**config.mk**
```make
export PLATFORM = sky130hd
export DESIGN_NAME = multicycle_controller_flat
export DESIGN_NICKNAME = d
export VERILOG_FILES = /design/src/rtl/multicycle_controller_if.sv /design/src/rtl/multicycle_controller.sv /design/src/flat_wrapper.sv
export SDC_FILE = /design/constraint.sdc
export NUM_CORES = 1
export LEC_CHECK = 0
export BUFFER_PORTS_ARGS = -buffer_cell sky130_fd_sc_hd__buf_2
export CAP_MARGIN = 20
export CELL_PAD_IN_SITES_DETAIL_PLACEMENT = 2
export CELL_PAD_IN_SITES_GLOBAL_PLACEMENT = 2
export CORE_UTILIZATION = 25
export CTS_CLUSTER_SIZE = 12
export DETAILED_ROUTE_END_ITERATION = 8
export PLACE_DENSITY_LB_ADDON = 0.05
export SLEW_MARGIN = 25
export SYNTH_ARGS = -nofsm -noshare
export SYNTH_HDL_FRONTEND = slang
export SYNTH_SLANG_ARGS = --single-unit
```
**constraint.sdc**
```tcl
create_clock -name clk -period 2 [get_ports clk]
set_input_delay 0.3 -clock clk [delete_from_list [all_inputs] [get_ports clk]]
set_output_delay 0.3 -clock clk [all_outputs]
set_load 0.05 [all_outputs]
```
**src/rtl/multicycle_controller_if.sv**
```systemverilog
// Control bundle between the multicycle controller and its datapath. The controller
// receives the IR fields and status flags and drives every enable and select.
interface multicycle_controller_if;
  logic [5:0] op;
  logic [5:0] funct;
  logic       zero;
  logic       memready;

  logic       iord;
  logic       memwrite;
  logic       irwrite;
  logic       pcen;
  logic [1:0] pcsrc;
  logic       alusrca;
  logic [1:0] alusrcb;
  logic [2:0] alucontrol;
  logic [1:0] shift;
  logic       regdst;
  logic       memtoreg;
  logic       regwrite;
  logic       link;
  logic       retire;
  logic       illegal;
  logic [3:0] state;

  modport master (
    input  op, funct, zero, memready,
    output iord, memwrite, irwrite, pcen, pcsrc, alusrca, alusrcb, alucontrol,
           shift, regdst, memtoreg, regwrite, link, retire, illegal, state
  );

  modport slave (
    output op, funct, zero, memready,
    input  iord, memwrite, irwrite, pcen, pcsrc, alusrca, alusrcb, alucontrol,
           shift, regdst, memtoreg, regwrite, link, retire, illegal, state
  );
endinterface

```
**src/rtl/multicycle_controller.sv**
```systemverilog
// Multicycle MIPS control FSM: sequences a shared-memory datapath through
// fetch/decode/execute/memory/writeback states with a memready stall handshake.
module multicycle_controller (
  input  logic                   clk,
  input  logic                   reset,
  multicycle_controller_if.master bus
);

  typedef enum logic [3:0] {
    S_FETCH   = 4'd0,
    S_DECODE  = 4'd1,
    S_MEMADR  = 4'd2,
    S_MEMRD   = 4'd3,
    S_MEMWB   = 4'd4,
    S_MEMWR   = 4'd5,
    S_EXECUTE = 4'd6,
    S_ALUWB   = 4'd7,
    S_BRANCH  = 4'd8,
    S_IEXEC   = 4'd9,
    S_IWB     = 4'd10,
    S_JUMP    = 4'd11,
    S_JAL     = 4'd12,
    S_JR      = 4'd13
  } state_t;

  localparam logic [5:0] OP_RTYPE = 6'b000000;
  localparam logic [5:0] OP_LW    = 6'b100011;
  localparam logic [5:0] OP_SW    = 6'b101011;
  localparam logic [5:0] OP_BEQ   = 6'b000100;
  localparam logic [5:0] OP_BNE   = 6'b000101;
  localparam logic [5:0] OP_ADDI  = 6'b001000;
  localparam logic [5:0] OP_ANDI  = 6'b001100;
  localparam logic [5:0] OP_ORI   = 6'b001101;
  localparam logic [5:0] OP_SLTI  = 6'b001010;
  localparam logic [5:0] OP_J     = 6'b000010;
  localparam logic [5:0] OP_JAL   = 6'b000011;

  localparam logic [5:0] FN_ADD = 6'b100000;
  localparam logic [5:0] FN_SUB = 6'b100010;
  localparam logic [5:0] FN_AND = 6'b100100;
  localparam logic [5:0] FN_OR  = 6'b100101;
  localparam logic [5:0] FN_SLT = 6'b101010;
  localparam logic [5:0] FN_SLL = 6'b000000;
  localparam logic [5:0] FN_SRL = 6'b000010;
  localparam logic [5:0] FN_SRA = 6'b000011;
  localparam logic [5:0] FN_JR  = 6'b001000;

  localparam logic [2:0] ALU_ADD = 3'b010;
  localparam logic [2:0] ALU_SUB = 3'b110;
  localparam logic [2:0] ALU_AND = 3'b000;
  localparam logic [2:0] ALU_OR  = 3'b001;
  localparam logic [2:0] ALU_SLT = 3'b111;

  // fetch/retire_rdy mark the memory states whose strobes wait on memready.
  typedef struct packed {
    logic       iord;
    logic       memwrite;
    logic       fetch;
    logic       pcwrite;
    logic       branch;
    logic [1:0] pcsrc;
    logic       alusrca;
    logic [1:0] alusrcb;
    logic [2:0] alucontrol;
    logic [1:0] shift;
    logic       regdst;
    logic       memtoreg;
    logic       regwrite;
    logic       link;
    logic       retire;
    logic       retire_rdy;
  } ctrl_t;

  function automatic ctrl_t moore_ctrl(input state_t s, input logic [5:0] op,
                                       input logic [5:0] funct);
    ctrl_t c;
    c = '0;
    case (s)
      S_FETCH: begin
        c.fetch      = 1'b1;
        c.alusrcb    = 2'b01;
        c.alucontrol = ALU_ADD;
      end
      S_DECODE: begin
        c.alusrcb    = 2'b11;
        c.alucontrol = ALU_ADD;
      end
      S_MEMADR: begin
        c.alusrca    = 1'b1;
        c.alusrcb    = 2'b10;
        c.alucontrol = ALU_ADD;
      end
      S_MEMRD: c.iord = 1'b1;
      S_MEMWB: begin
        c.memtoreg = 1'b1;
        c.regwrite = 1'b1;
        c.retire   = 1'b1;
      end
      S_MEMWR: begin
        c.iord       = 1'b1;
        c.memwrite   = 1'b1;
        c.retire_rdy = 1'b1;
      end
      S_EXECUTE: begin
        c.alusrca = 1'b1;
        case (funct)
          FN_SUB:  c.alucontrol = ALU_SUB;
          FN_AND:  c.alucontrol = ALU_AND;
          FN_OR:   c.alucontrol = ALU_OR;
          FN_SLT:  c.alucontrol = ALU_SLT;
          default: c.alucontrol = ALU_ADD;
        endcase
        case (funct)
          FN_SLL:  c.shift = 2'b01;
          FN_SRL:  c.shift = 2'b10;
          FN_SRA:  c.shift = 2'b11;
          default: c.shift = 2'b00;
        endcase
      end
      S_ALUWB: begin
        c.regdst   = 1'b1;
        c.regwrite = 1'b1;
        c.retire   = 1'b1;
      end
      S_BRANCH: begin
        c.alusrca    = 1'b1;
        c.alucontrol = ALU_SUB;
        c.branch     = 1'b1;
        c.pcsrc      = 2'b01;
        c.retire     = 1'b1;
      end
      S_IEXEC: begin
        c.alusrca = 1'b1;
        c.alusrcb = 2'b10;
        case (op)
          OP_ANDI: c.alucontrol = ALU_AND;
          OP_ORI:  c.alucontrol = ALU_OR;
          OP_SLTI: c.alucontrol = ALU_SLT;
          default: c.alucontrol = ALU_ADD;
        endcase
      end
      S_IWB: begin
        c.regwrite = 1'b1;
        c.retire   = 1'b1;
      end
      S_JUMP: begin
        c.pcsrc   = 2'b10;
        c.pcwrite = 1'b1;
        c.retire  = 1'b1;
      end
      S_JAL: begin
        c.pcsrc    = 2'b10;
        c.pcwrite  = 1'b1;
        c.regwrite = 1'b1;
        c.link     = 1'b1;
        c.retire   = 1'b1;
      end
      S_JR: begin
        c.pcsrc   = 2'b11;
        c.pcwrite = 1'b1;
        c.retire  = 1'b1;
      end
      default: c = '0;
    endcase
    return c;
  endfunction

  state_t state_q;
  state_t state_next;
  ctrl_t  ctrl_q;
  ctrl_t  fetch_ctrl;
  ctrl_t  c;
  logic   legal;
  logic   pcwrite;

  assign fetch_ctrl = moore_ctrl(S_FETCH, 6'd0, 6'd0);

  // NOTE: every variable assigned in always_comb gets a default first so no latch is inferred.
  always_comb begin
    state_next = S_FETCH;
    legal      = 1'b1;
    case (state_q)
      S_FETCH:  state_next = bus.memready ? S_DECODE : S_FETCH;
      S_DECODE: begin
        case (bus.op)
          OP_LW, OP_SW:                      state_next = S_MEMADR;
          OP_BEQ, OP_BNE:                    state_next = S_BRANCH;
          OP_ADDI, OP_ANDI, OP_ORI, OP_SLTI: state_next = S_IEXEC;
          OP_J:                              state_next = S_JUMP;
          OP_JAL:                            state_next = S_JAL;
          OP_RTYPE: begin
            case (bus.funct)
              FN_ADD, FN_SUB, FN_AND, FN_OR, FN_SLT,
              FN_SLL, FN_SRL, FN_SRA:        state_next = S_EXECUTE;
              FN_JR:                         state_next = S_JR;
              default:                       legal = 1'b0;
            endcase
          end
          default:                           legal = 1'b0;
        endcase
      end
      S_MEMADR:  state_next = (bus.op == OP_SW) ? S_MEMWR : S_MEMRD;
      S_MEMRD:   state_next = bus.memready ? S_MEMWB : S_MEMRD;
      S_MEMWR:   state_next = bus.memready ? S_FETCH : S_MEMWR;
      S_EXECUTE: state_next = S_ALUWB;
      S_IEXEC:   state_next = S_IWB;
      default:   state_next = S_FETCH;
    endcase
  end

  // Moore outputs are registered alongside the state, decoded from the state being entered;
  // op/funct are stable then because IR only loads on the FETCH->DECODE edge.
  // NOTE: sequential state uses non-blocking assignments so all registers update together.
  always_ff @(posedge clk) begin
    if (!reset) begin
      state_q <= S_FETCH;
      ctrl_q  <= fetch_ctrl;
    end else begin
      state_q <= state_next;
      ctrl_q  <= moore_ctrl(state_next, bus.op, bus.funct);
    end
  end

  // While reset is held, present FETCH selects and suppress every side-effecting strobe.
  assign c       = reset ? ctrl_q : fetch_ctrl;
  assign pcwrite = c.pcwrite | (c.fetch & bus.memready);

  assign bus.iord       = c.iord;
  assign bus.memwrite   = reset & c.memwrite;
  assign bus.irwrite    = reset & c.fetch & bus.memready;
  assign bus.pcen       = reset & (pcwrite | (c.branch & (bus.op[0] ^ bus.zero)));
  assign bus.pcsrc      = c.pcsrc;
  assign bus.alusrca    = c.alusrca;
  assign bus.alusrcb    = c.alusrcb;
  assign bus.alucontrol = c.alucontrol;
  assign bus.shift      = c.shift;
  assign bus.regdst     = c.regdst;
  assign bus.memtoreg   = c.memtoreg;
  assign bus.regwrite   = reset & c.regwrite;
  assign bus.link       = c.link;
  assign bus.retire     = reset & (c.retire | (c.retire_rdy & bus.memready));
  assign bus.illegal    = reset & (state_q == S_DECODE) & ~legal;
  assign bus.state      = state_q;

endmodule
```
**src/flat_wrapper.sv**
```systemverilog
// flat-port wrapper written by rule: the top's interface ports become plain ports
module multicycle_controller_flat 
  (clk, reset, bus_op, bus_funct, bus_zero, bus_memready, bus_iord, bus_memwrite, bus_irwrite, bus_pcen, bus_pcsrc, bus_alusrca, bus_alusrcb, bus_alucontrol, bus_shift, bus_regdst, bus_memtoreg, bus_regwrite, bus_link, bus_retire, bus_illegal, bus_state);
  multicycle_controller_if bus_i ();
  input  logic clk;
  input  logic reset;
  input wire logic [$bits(bus_i.op)-1:0] bus_op;
  input wire logic [$bits(bus_i.funct)-1:0] bus_funct;
  input wire logic [$bits(bus_i.zero)-1:0] bus_zero;
  input wire logic [$bits(bus_i.memready)-1:0] bus_memready;
  output wire logic [$bits(bus_i.iord)-1:0] bus_iord;
  output wire logic [$bits(bus_i.memwrite)-1:0] bus_memwrite;
  output wire logic [$bits(bus_i.irwrite)-1:0] bus_irwrite;
  output wire logic [$bits(bus_i.pcen)-1:0] bus_pcen;
  output wire logic [$bits(bus_i.pcsrc)-1:0] bus_pcsrc;
  output wire logic [$bits(bus_i.alusrca)-1:0] bus_alusrca;
  output wire logic [$bits(bus_i.alusrcb)-1:0] bus_alusrcb;
  output wire logic [$bits(bus_i.alucontrol)-1:0] bus_alucontrol;
  output wire logic [$bits(bus_i.shift)-1:0] bus_shift;
  output wire logic [$bits(bus_i.regdst)-1:0] bus_regdst;
  output wire logic [$bits(bus_i.memtoreg)-1:0] bus_memtoreg;
  output wire logic [$bits(bus_i.regwrite)-1:0] bus_regwrite;
  output wire logic [$bits(bus_i.link)-1:0] bus_link;
  output wire logic [$bits(bus_i.retire)-1:0] bus_retire;
  output wire logic [$bits(bus_i.illegal)-1:0] bus_illegal;
  output wire logic [$bits(bus_i.state)-1:0] bus_state;
  assign bus_i.op = bus_op;
  assign bus_i.funct = bus_funct;
  assign bus_i.zero = bus_zero;
  assign bus_i.memready = bus_memready;
  assign bus_iord = bus_i.iord;
  assign bus_memwrite = bus_i.memwrite;
  assign bus_irwrite = bus_i.irwrite;
  assign bus_pcen = bus_i.pcen;
  assign bus_pcsrc = bus_i.pcsrc;
  assign bus_alusrca = bus_i.alusrca;
  assign bus_alusrcb = bus_i.alusrcb;
  assign bus_alucontrol = bus_i.alucontrol;
  assign bus_shift = bus_i.shift;
  assign bus_regdst = bus_i.regdst;
  assign bus_memtoreg = bus_i.memtoreg;
  assign bus_regwrite = bus_i.regwrite;
  assign bus_link = bus_i.link;
  assign bus_retire = bus_i.retire;
  assign bus_illegal = bus_i.illegal;
  assign bus_state = bus_i.state;
  multicycle_controller u_core (.clk(clk), .reset(reset), .bus(bus_i));
endmodule
```
==> run_results.csv, run 1 <==
group,metric,value,unit
routing,vias_per_cell,4.895,
critical_path,cp_top_family,"simple AND/OR/NAND/NOR gates",
cts,cts_root_buf,"clkbuf_8",
timing,setup_tns,0,ns
cts,htree_levels,1,
cts,cts_tree,"done",
yosys,ys_seq_area_share,30.21,%
timing,period_minus_slack,1.961,ns
job,cap_viol_max_count,0,
timing,fin_crit_sh,98.06,%
global_route,grt_max_degree,15,
yosys,yosysWarningCount,0,
die,die_w,81.76,um
yosys,ys_ff_latch,24,
yosys,syn_inst,192,
cts,cts_buffer_depth,2,
yosys,ys_async_sr_fraction,0,%
timing,slew_headroom,76.33,%
pwr,irDropWorstVdd,0.3913,mV
critical_path,crit_buf_inv,1,
critical_path,arrival,2.15,ns
finish,diodes,0,
timing,whs,0.3710,ns
cts,clock-sinks,24,
yosys,yosys.area.top_type,"dfxtp_1",
routing,wl_per_cell,16.34,um
yosys,synth_top_area_share,30.21,%
finish,areaGrowthSynthToFinish,49.41,%
timing,hold_viol,0,
worst_hold_path,hold_path.class,"input port to flip-flop",
routing,dr.pass1.iters,4,
routing,num_vias,1733,
routing,drt-initial-drc-count,54,
timing,finalSetupViolations,0,
finish,drive_above_1_share,48.75,%
routing,totalWireLength,5785,um
yosys,synthTopCellsByArea,"dfxtp_1, and2_1, nor2_1",
placed_design,hpwl,4578,um
die,initial_core_util,26.39,%
global_route,grt_pass1_wl,9190,um
run_status,outcome,"finished, final reports clean",
pwr,p_leak,1.054,nW
critical_path,crit_type,"flip-flop to flip-flop",
die,num_rows,28,
timing,max_freq,509.9,MHz
yosys,synth.distinct_cells,57,
timing,slew_viol_final,0,
yosys,syn_area,1590,um2
die,die_h,81.76,um
global_route,antenna_found_initial,0,
cts,cts.clk_slew.worst_paths,0.08,ns
yosys,syn_nets,208,
finish,nets,296,
global_route,track_usage,18.04,%
critical_path,worstSetupEndpointType,"flip-flop",
pwr,powerDensity,487.3,nW/um2
yosys,synth-edff-count,0,
critical_path,path_cells,"inv_4, nor4_4, o21ai_2, o31ai_4, nor3b_4, a32oi_1, nor2_1",
critical_path,worstSetupStartpointType,"flip-flop",
timing,rsz0062_at_grt,"true",
global_route,grt_pass1_vias,1838,
placed_design,placed_area,2201,um2
finish,fin_util,39.43,%
routing,ant_nets,0,
timing,fin_skew,0.006293,ns
cts,cts_buffers,3,
die,core,6026,um2
finish,fin_area,2376,um2
global_route,overflow,0,
placed_design,port_buffers,39,
critical_path,slowest_delay,0.39,ns
die,io_pins,40,
yosys,avgSynthCellArea,8.283,um2
yosys,synth_flop_cell,"dfxtp_1",
placed_design,gp_congestion,0.7576,
timing,tightest_slew,0.3547,ns
pwr,p_total,1.158,mW
cts,worstSkewPairLatency,0.26,ns
yosys,yosys-top-cells-count,"dfxtp_1, nor2_1, and2_1",
critical_path,worstPathRequired,2.19,ns
critical_path,cp_slowest_cell,"dfxtp_4",
routing,drc_errors,0,
critical_path,crit_fanout,6,
die,die_area,6684,um2
==> stage by stage <==
stage                     instances  setup slack (ns)
final                           354           0.03875
after global routing            354           -0.1021
after CTS                       350        -0.0009506
after detailed placement        345           -0.3807
after global placement          345           -0.2095
after floorplan                 192          -0.04924
==> power breakdown <==
group / internal, mW / switching, mW
clock network: 0.267 / 0.146
registers: 0.480 / 0.00423
logic: 0.118 / 0.142
==> layer usage <==
layer | up-vias | global-route usage (%) | share of wire [%]
li1 | 853 | - | -
met1 | 835 | 22.01 | 45
met2 | 37 | 33.55 | 52
met3 | 8 | 2.889 | 3.1
met4 | 0 | 2.456 | 0.55
met5 | - | 0 | 0
==> kinds of logic (layout without fill, tap and decap cells) <==
kind of cell              after synthesis  count (layout)  synth area share [%]
AOI/OAI and AO/OA                      40              40                 19.43
xor gates and xnor gates                5               5                 2.754
buffers and inverters                  16             103                 7.081
DFF                                    24              24                 30.21
muxes                                   1               1                0.6295
and+or+nand+nor                       106             106                 39.89
==> registers in the layout (all words and copies together), names as in the netlist <==
name,flops
u_core.ctrl_q,20
u_core.bus.state,4
==> cell type report <==
cell class	instances	area, um2
clock inverters	1	30.03
fillers	716	3650
well taps	75	93.84
repair buffers	94	645.6
flip-flops and latches	24	490.5
clock buffers	3	41.29
inverters	5	21.27
multi-input cells	152	1054
==> cells in the final DEF (no fill, tap or decap), drive strengths merged, types with 6 or more instances in the layout <==
cell	instances
nor2	24
nor2b	6
nor3	10
dfxtp	24
a21oi	11
and2	17
buf	93
o21ai	6
nand2	12
==> what timing repair did <==
action | 4_1_cts | 5_1_grt
pin swaps | 2 | 6
setup endpoints to repair | 3 | 16
gates cloned | 0 | 0
gates resized for setup | 4 | 13
hold buffers | 0 | 0
buffers inserted | 1 | 4
==> final timing paths <==
kind | start | end | slack [ns] | cells after the start
worst min register to register | u_core.bus.state[3]$_SDFF_PN0_ | u_core.ctrl_q[14]$_SDFF_PN0_ | 0.97 | 4
worst max-delay path | u_core.bus.state[0]$_SDFF_PN0_ | u_core.ctrl_q[10]$_SDFF_PN0_ | 0.04 | 7
worst max register to register | u_core.bus.state[0]$_SDFF_PN0_ | u_core.ctrl_q[10]$_SDFF_PN0_ | 0.04 | 7
worst min-delay path | reset | u_core.ctrl_q[11]$_SDFF_PN1_ | 0.37 | 2
Note: power is estimated with default switching activity, not from simulation.
==> run 2, diff against run 1 <==
MAX_ROUTING_LAYER = met4   (was not set)
==> run_results.csv, run 2 (synthesized netlist as in run 1, its figures left out) <==
group,metric,value,unit
pwr,p_leak,1.054,nW
die,core,6026,um2
timing,setup_tns,0,ns
cts,worstSkewPairLatency,0.26,ns
worst_hold_path,hold_path.class,"input port to flip-flop",
cts,cts.clk_slew.worst_paths,0.08,ns
timing,rsz0062_at_grt,"true",
critical_path,worstSetupStartpointType,"flip-flop",
critical_path,worstPathRequired,1.70,ns
critical_path,worstSetupEndpointType,"primary output",
placed_design,port_buffers,39,
timing,fin_skew,0.005142,ns
pwr,p_seq_share,41.9,%
timing,hold_viol,0,
finish,drive_above_1_share,48.75,%
pwr,share_clk_of_total_power,35.6,%
placed_design,gp_congestion,0.7675,
critical_path,crit_fanout,6,
critical_path,arrival,1.66,ns
global_route,overflow,0,
die,die_area,6684,um2
global_route,track_usage,18.56,%
routing,num_vias,1736,
job,cap_viol_max_count,0,
pwr,p_total,1.157,mW
routing,totalWireLength,5786,um
global_route,grt_max_degree,15,
finish,nets,296,
routing,drc_errors,0,
placed_design,dp.cells,345,
die,initial_core_util,26.39,%
run_status,outcome,"finished, final reports clean",
routing,dr.pass1.iters,4,
die,die_w,81.76,um
cts,clock-sinks,24,
timing,fin_crit_sh,98.01,%
finish,fin_util,39.43,%
die,io_pins,40,
routing,wl_per_cell,16.34,um
pwr,irDropWorstVdd,0.3913,mV
timing,period_minus_slack,1.960,ns
timing,slew_viol_final,0,
finish,diodes,0,
timing,slew_headroom,76.27,%
finish,fin_area,2376,um2
finish,top_register,"u_core.ctrl_q",
timing,tightest_slew,0.3556,ns
cts,cts_buffer_depth,2,
critical_path,crit_type,"flip-flop to primary output",
cts,cts_buffers,3,
die,num_rows,28,
timing,finalSetupViolations,0,
pwr,switching_share,25.20,%
cts,cts_root_buf,"clkbuf_8",
pwr,p_int,0.8653,mW
finish,layout_common_cells,"buf_4, buf_2, nor2_1",
placed_design,hpwl,4578,um
cts,htree_levels,1,
cts,cts_tree,"done",
pwr,p_comb_share,22.5,%
routing,drt-initial-drc-count,57,
finish,largest_reg_flops,20,
global_route,grt_pass1_wl,9177,um
finish,layoutNonFillerInstCount,354,
pwr,switchingPower,0.2915,mW
timing,max_freq,510.2,MHz
die,die_h,81.76,um
finish,areaGrowthSynthToFinish,49.41,%
finish,fillCellCount,716,
cts,cts_hold_buf,0,
global_route,antenna_found_initial,0,
routing,ant_nets,0,
finish,final_common_cell,"buf_4",
pwr,powerDensity,486.9,nW/um2
global_route,grt_pass1_vias,1842,
placed_design,placed_area,2201,um2
routing,vias_per_cell,4.904,
## run 2: cell counts in the layout (fill, tap and decap cells not counted)
Identical to the previous run, type by type.
## run 2: power by group through the flow
| stage | combinational [mW] | clock [mW] | sequential (mW) |
|---|---|---|---|
| detailed placement | 0.245 | 0 | 0.496 |
| finish | 0.260 | 0.412 | 0.485 |
| global placement | 0.234 | 0 | 0.496 |
| floorplan | 0.128 | 0 | 0.500 |
| CTS | 0.249 | 0.425 | 0.485 |
| global route | 0.281 | 0.444 | 0.486 |
## run 2: worst paths after layout
| kind | depth (start not counted) | slack (ns) | endpoint | start |
|---|---|---|---|---|
| worst min register to register | 4 | 0.97 | u_core.ctrl_q[14]$_SDFF_PN0_ | u_core.bus.state[3]$_SDFF_PN0_ |
| worst min-delay path | 2 | 0.38 | u_core.ctrl_q[11]$_SDFF_PN1_ | reset |
| worst max register to register | 7 | 0.04 | u_core.ctrl_q[10]$_SDFF_PN0_ | u_core.bus.state[0]$_SDFF_PN0_ |
| worst max-delay path | 6 | 0.04 | bus_illegal | u_core.bus.state[0]$_SDFF_PN0_ |
## run 2: timing repair
item,CTS,global route
pin swaps,2,6
buffers inserted,1,4
endpoints found under the hold margin,0,0
gates resized for setup,4,13
endpoints found under the setup margin,3,16
## run 2: critical path, stage by stage (launching register included)
cell     delay [ns]
dfxtp_4        0.39
inv_4          0.06
nor4_4         0.31
buf_4          0.19
nand4_1        0.13
nor2_2         0.15
buf_6          0.16
## run 2: metal layers
layer | up-vias | global-route usage (%) | wire length (um) | share of wire [%]
li1 | 853 | - | - | -
met1 | 837 | 22.01 | 2561 | 44
met2 | 38 | 33.55 | 2997 | 52
met3 | 8 | 2.889 | 195 | 3.4
met4 | 0 | 2.456 | 32 | 0.55
met5 | - | - | 0 | 0
## run 2: area by class of cell
type	instances	area, um2	area share (%)
sequential	24	490.5	20.64
clock inverter	1	30.03	1.264
multi-input combinational	152	1054	44.34
clock buffer	3	41.29	1.738
timing repair buffer	94	645.6	27.17
inverter	5	21.27	0.8952
tap	75	93.84	3.949
## run 2: per-stage QoR
stage | setup WS, ns | hold WS, ns
after floorplan | -0.04924 | 0.4552
after global placement | -0.2095 | 0.6623
after detailed placement | -0.3807 | 0.6769
after CTS | -0.0009506 | 0.3979
after global routing | -0.1020 | 0.3909
final | 0.03990 | 0.3757
==> run 3, diff against run 2 <==
CORE_UTILIZATION = 27   (was 25)
RECOVER_POWER = 25   (was not set)
REMOVE_ABC_BUFFERS = 1   (was not set)
==> run_results.csv, run 3 (synthesized netlist as in run 1, its figures left out) <==
group,metric,value,unit
run_status,outcome,"finished, violations left",
run_status,violations,"setup timing",
die,die_area,6201,um2
routing,totalWireLength,5966,um
worst_hold_path,min-delay-start,"bus_funct[0]",
critical_path,r2r-start,"u_core.bus.state[2]$_SDFF_PN0_",
global_route,antenna_found_initial,0,
routing,dr.pass1.iters,4,
critical_path,r2r.worst_path.cells,9,
global_route,grt_max_degree,15,
worst_hold_path,hold_end,"u_core.ctrl_q[6]$_SDFF_PN0_",
cts,htree_levels,1,
finish,diodes,0,
critical_path,arrival,2.16,ns
critical_path,crit_type,"flip-flop to flip-flop",
placed_design,port_buffers,39,
global_route,overflow,0,
routing,wl_per_cell,16.76,um
cts,cts_buffer_depth,2,
finish,nets,301,
die,initial_core_util,28.36,%
pwr,powerDensity,486.4,nW/um2
timing,fin_skew,0.01176,ns
critical_path,crit_fanout,5,
routing,ant_nets,0,
global_route,grt_pass1_vias,1873,
placed_design,hpwl,4481,um
cts,cts_hold_buf,0,
critical_path,worstSetupEndpointType,"flip-flop",
pwr,p_leak,1.058,nW
pwr,irDropWorstVdd,0.2856,mV
timing,finalSetupViolations,1,
timing,slew_headroom,60.30,%
routing,drc_errors,0,
pwr,p_total,1.161,mW
routing,vias_per_cell,4.834,
critical_path,rrSetupSlack,-0.01,ns
die,core,5608,um2
cts,cts_buffers,3,
critical_path,worstSetupStartpointType,"flip-flop",
finish,drive_above_1_share,47.18,%
critical_path,r2r_end,"u_core.ctrl_q[10]$_SDFF_PN0_",
cts,worstSkewPairLatency,0.27,ns
job,cap_viol_max_count,0,
die,die_h,78.75,um
timing,period_minus_slack,2.011,ns
global_route,track_usage,20.60,%
die,die_w,78.75,um
cts,cts_root_buf,"clkbuf_8",
timing,setup_ws,-0.01096,ns
placed_design,placed_area,2157,um2
critical_path,worstPathRequired,2.15,ns
finish,top_register,"u_core.ctrl_q",
worst_hold_path,min_path_cells,3,
die,io_pins,40,
routing,num_vias,1721,
finish,fin_area,2386,um2
timing,tightest_slew,0.5981,ns
timing,max_freq,497.3,MHz
timing,slew_viol_final,0,
global_route,grt_pass1_wl,9673,um
cts,cts.clk_slew.worst_paths,0.09,ns
placed_design,gp_congestion,0.7757,
finish,final_common_cell,"buf_4",
finish,areaGrowthSynthToFinish,50.04,%
finish,layout_common_cells,"buf_4, buf_2, nor2_1",
finish,largest_reg_flops,20,
cts,clock-sinks,24,
routing,drt-initial-drc-count,45,
timing,hold_viol,0,
placed_design,place_ws,-0.4700,ns
timing,rsz0062_at_grt,"true",
timing,fin_crit_sh,100.5,%
die,num_rows,27,
cts,cts_tree,"done",
worst_hold_path,hold_path.class,"input port to flip-flop",
## run 3: what timing repair did
action / 4_1_cts / 5_1_grt
pin swaps: 3 / 7
cloned: 0 / 0
buffers inserted: 7 / 3
resized for setup: 8 / 17
endpoints found under the setup margin: 22 / 18
## run 3: per-layer routing
metal  global-route usage, %  part of all wire, %
met4                   5.926                  1.1
met3                   2.414                  3.1
met2                   35.13                   50
met5                       -                    0
met1                   25.53                   46
## run 3: report_power, final
part	switching, mW	internal (mW)	leakage, nW	total [mW]
registers	0.00383	0.478	0.197	0.482
logic	0.142	0.113	0.825	0.255
clock network	0.156	0.268	0.0357	0.423
total	0.302	0.859	1.06	1.16
## run 3: worst max-delay path by stage
stage / slack, ns / endpoint / start / cells after the start
floorplan: -0.38 / u_core.ctrl_q[1]$_SDFF_PN0_ / u_core.bus.state[0]$_SDFF_PN0_ / 7
global placement: -0.38 / u_core.ctrl_q[8]$_SDFF_PN0_ / bus_op[2] / 8
detailed placement: -0.47 / u_core.ctrl_q[8]$_SDFF_PN0_ / bus_op[2] / 8
CTS: 0.007 / u_core.ctrl_q[14]$_SDFF_PN0_ / u_core.bus.state[0]$_SDFF_PN0_ / 8
global route: -0.11 / u_core.ctrl_q[9]$_SDFF_PN1_ / u_core.bus.state[2]$_SDFF_PN0_ / 8
finish: -0.01 / u_core.ctrl_q[10]$_SDFF_PN0_ / u_core.bus.state[2]$_SDFF_PN0_ / 9
## run 3: final cells by class
cell class,count,area [um2]
well taps,72,90.09
repair buffers,99,646.9
inverters,5,18.77
multi-input cells,152,1064
clock inverters,1,30.03
flip-flops and latches,24,495.5
clock buffers,3,41.29
fillers,675,3222
## run 3: per-stage QoR
step / util, % / cells / hold WS [ns] / setup TNS [ns]
after floorplan: - / 181 / 0.3697 / -5.192
final: 42.55 / 356 / 0.3860 / -0.01096
after global routing: 42.55 / 356 / 0.4074 / -0.8667
after CTS: 41.10 / 353 / 0.3847 / 0
after detailed placement: 38.46 / 342 / 0.6584 / -6.777
after global placement: 38.46 / 342 / 0.6370 / -4.956
## run 3: critical path, cell delays in order (launching register included)
cell and delay, ns:
dfxtp_4 0.37, buf_6 0.13, nor4_4 0.30, buf_4 0.18, o21a_1 0.18, a21o_2 0.24
nor3b_4 0.07, buf_4 0.14, a32oi_2 0.19, nor2_1 0.07
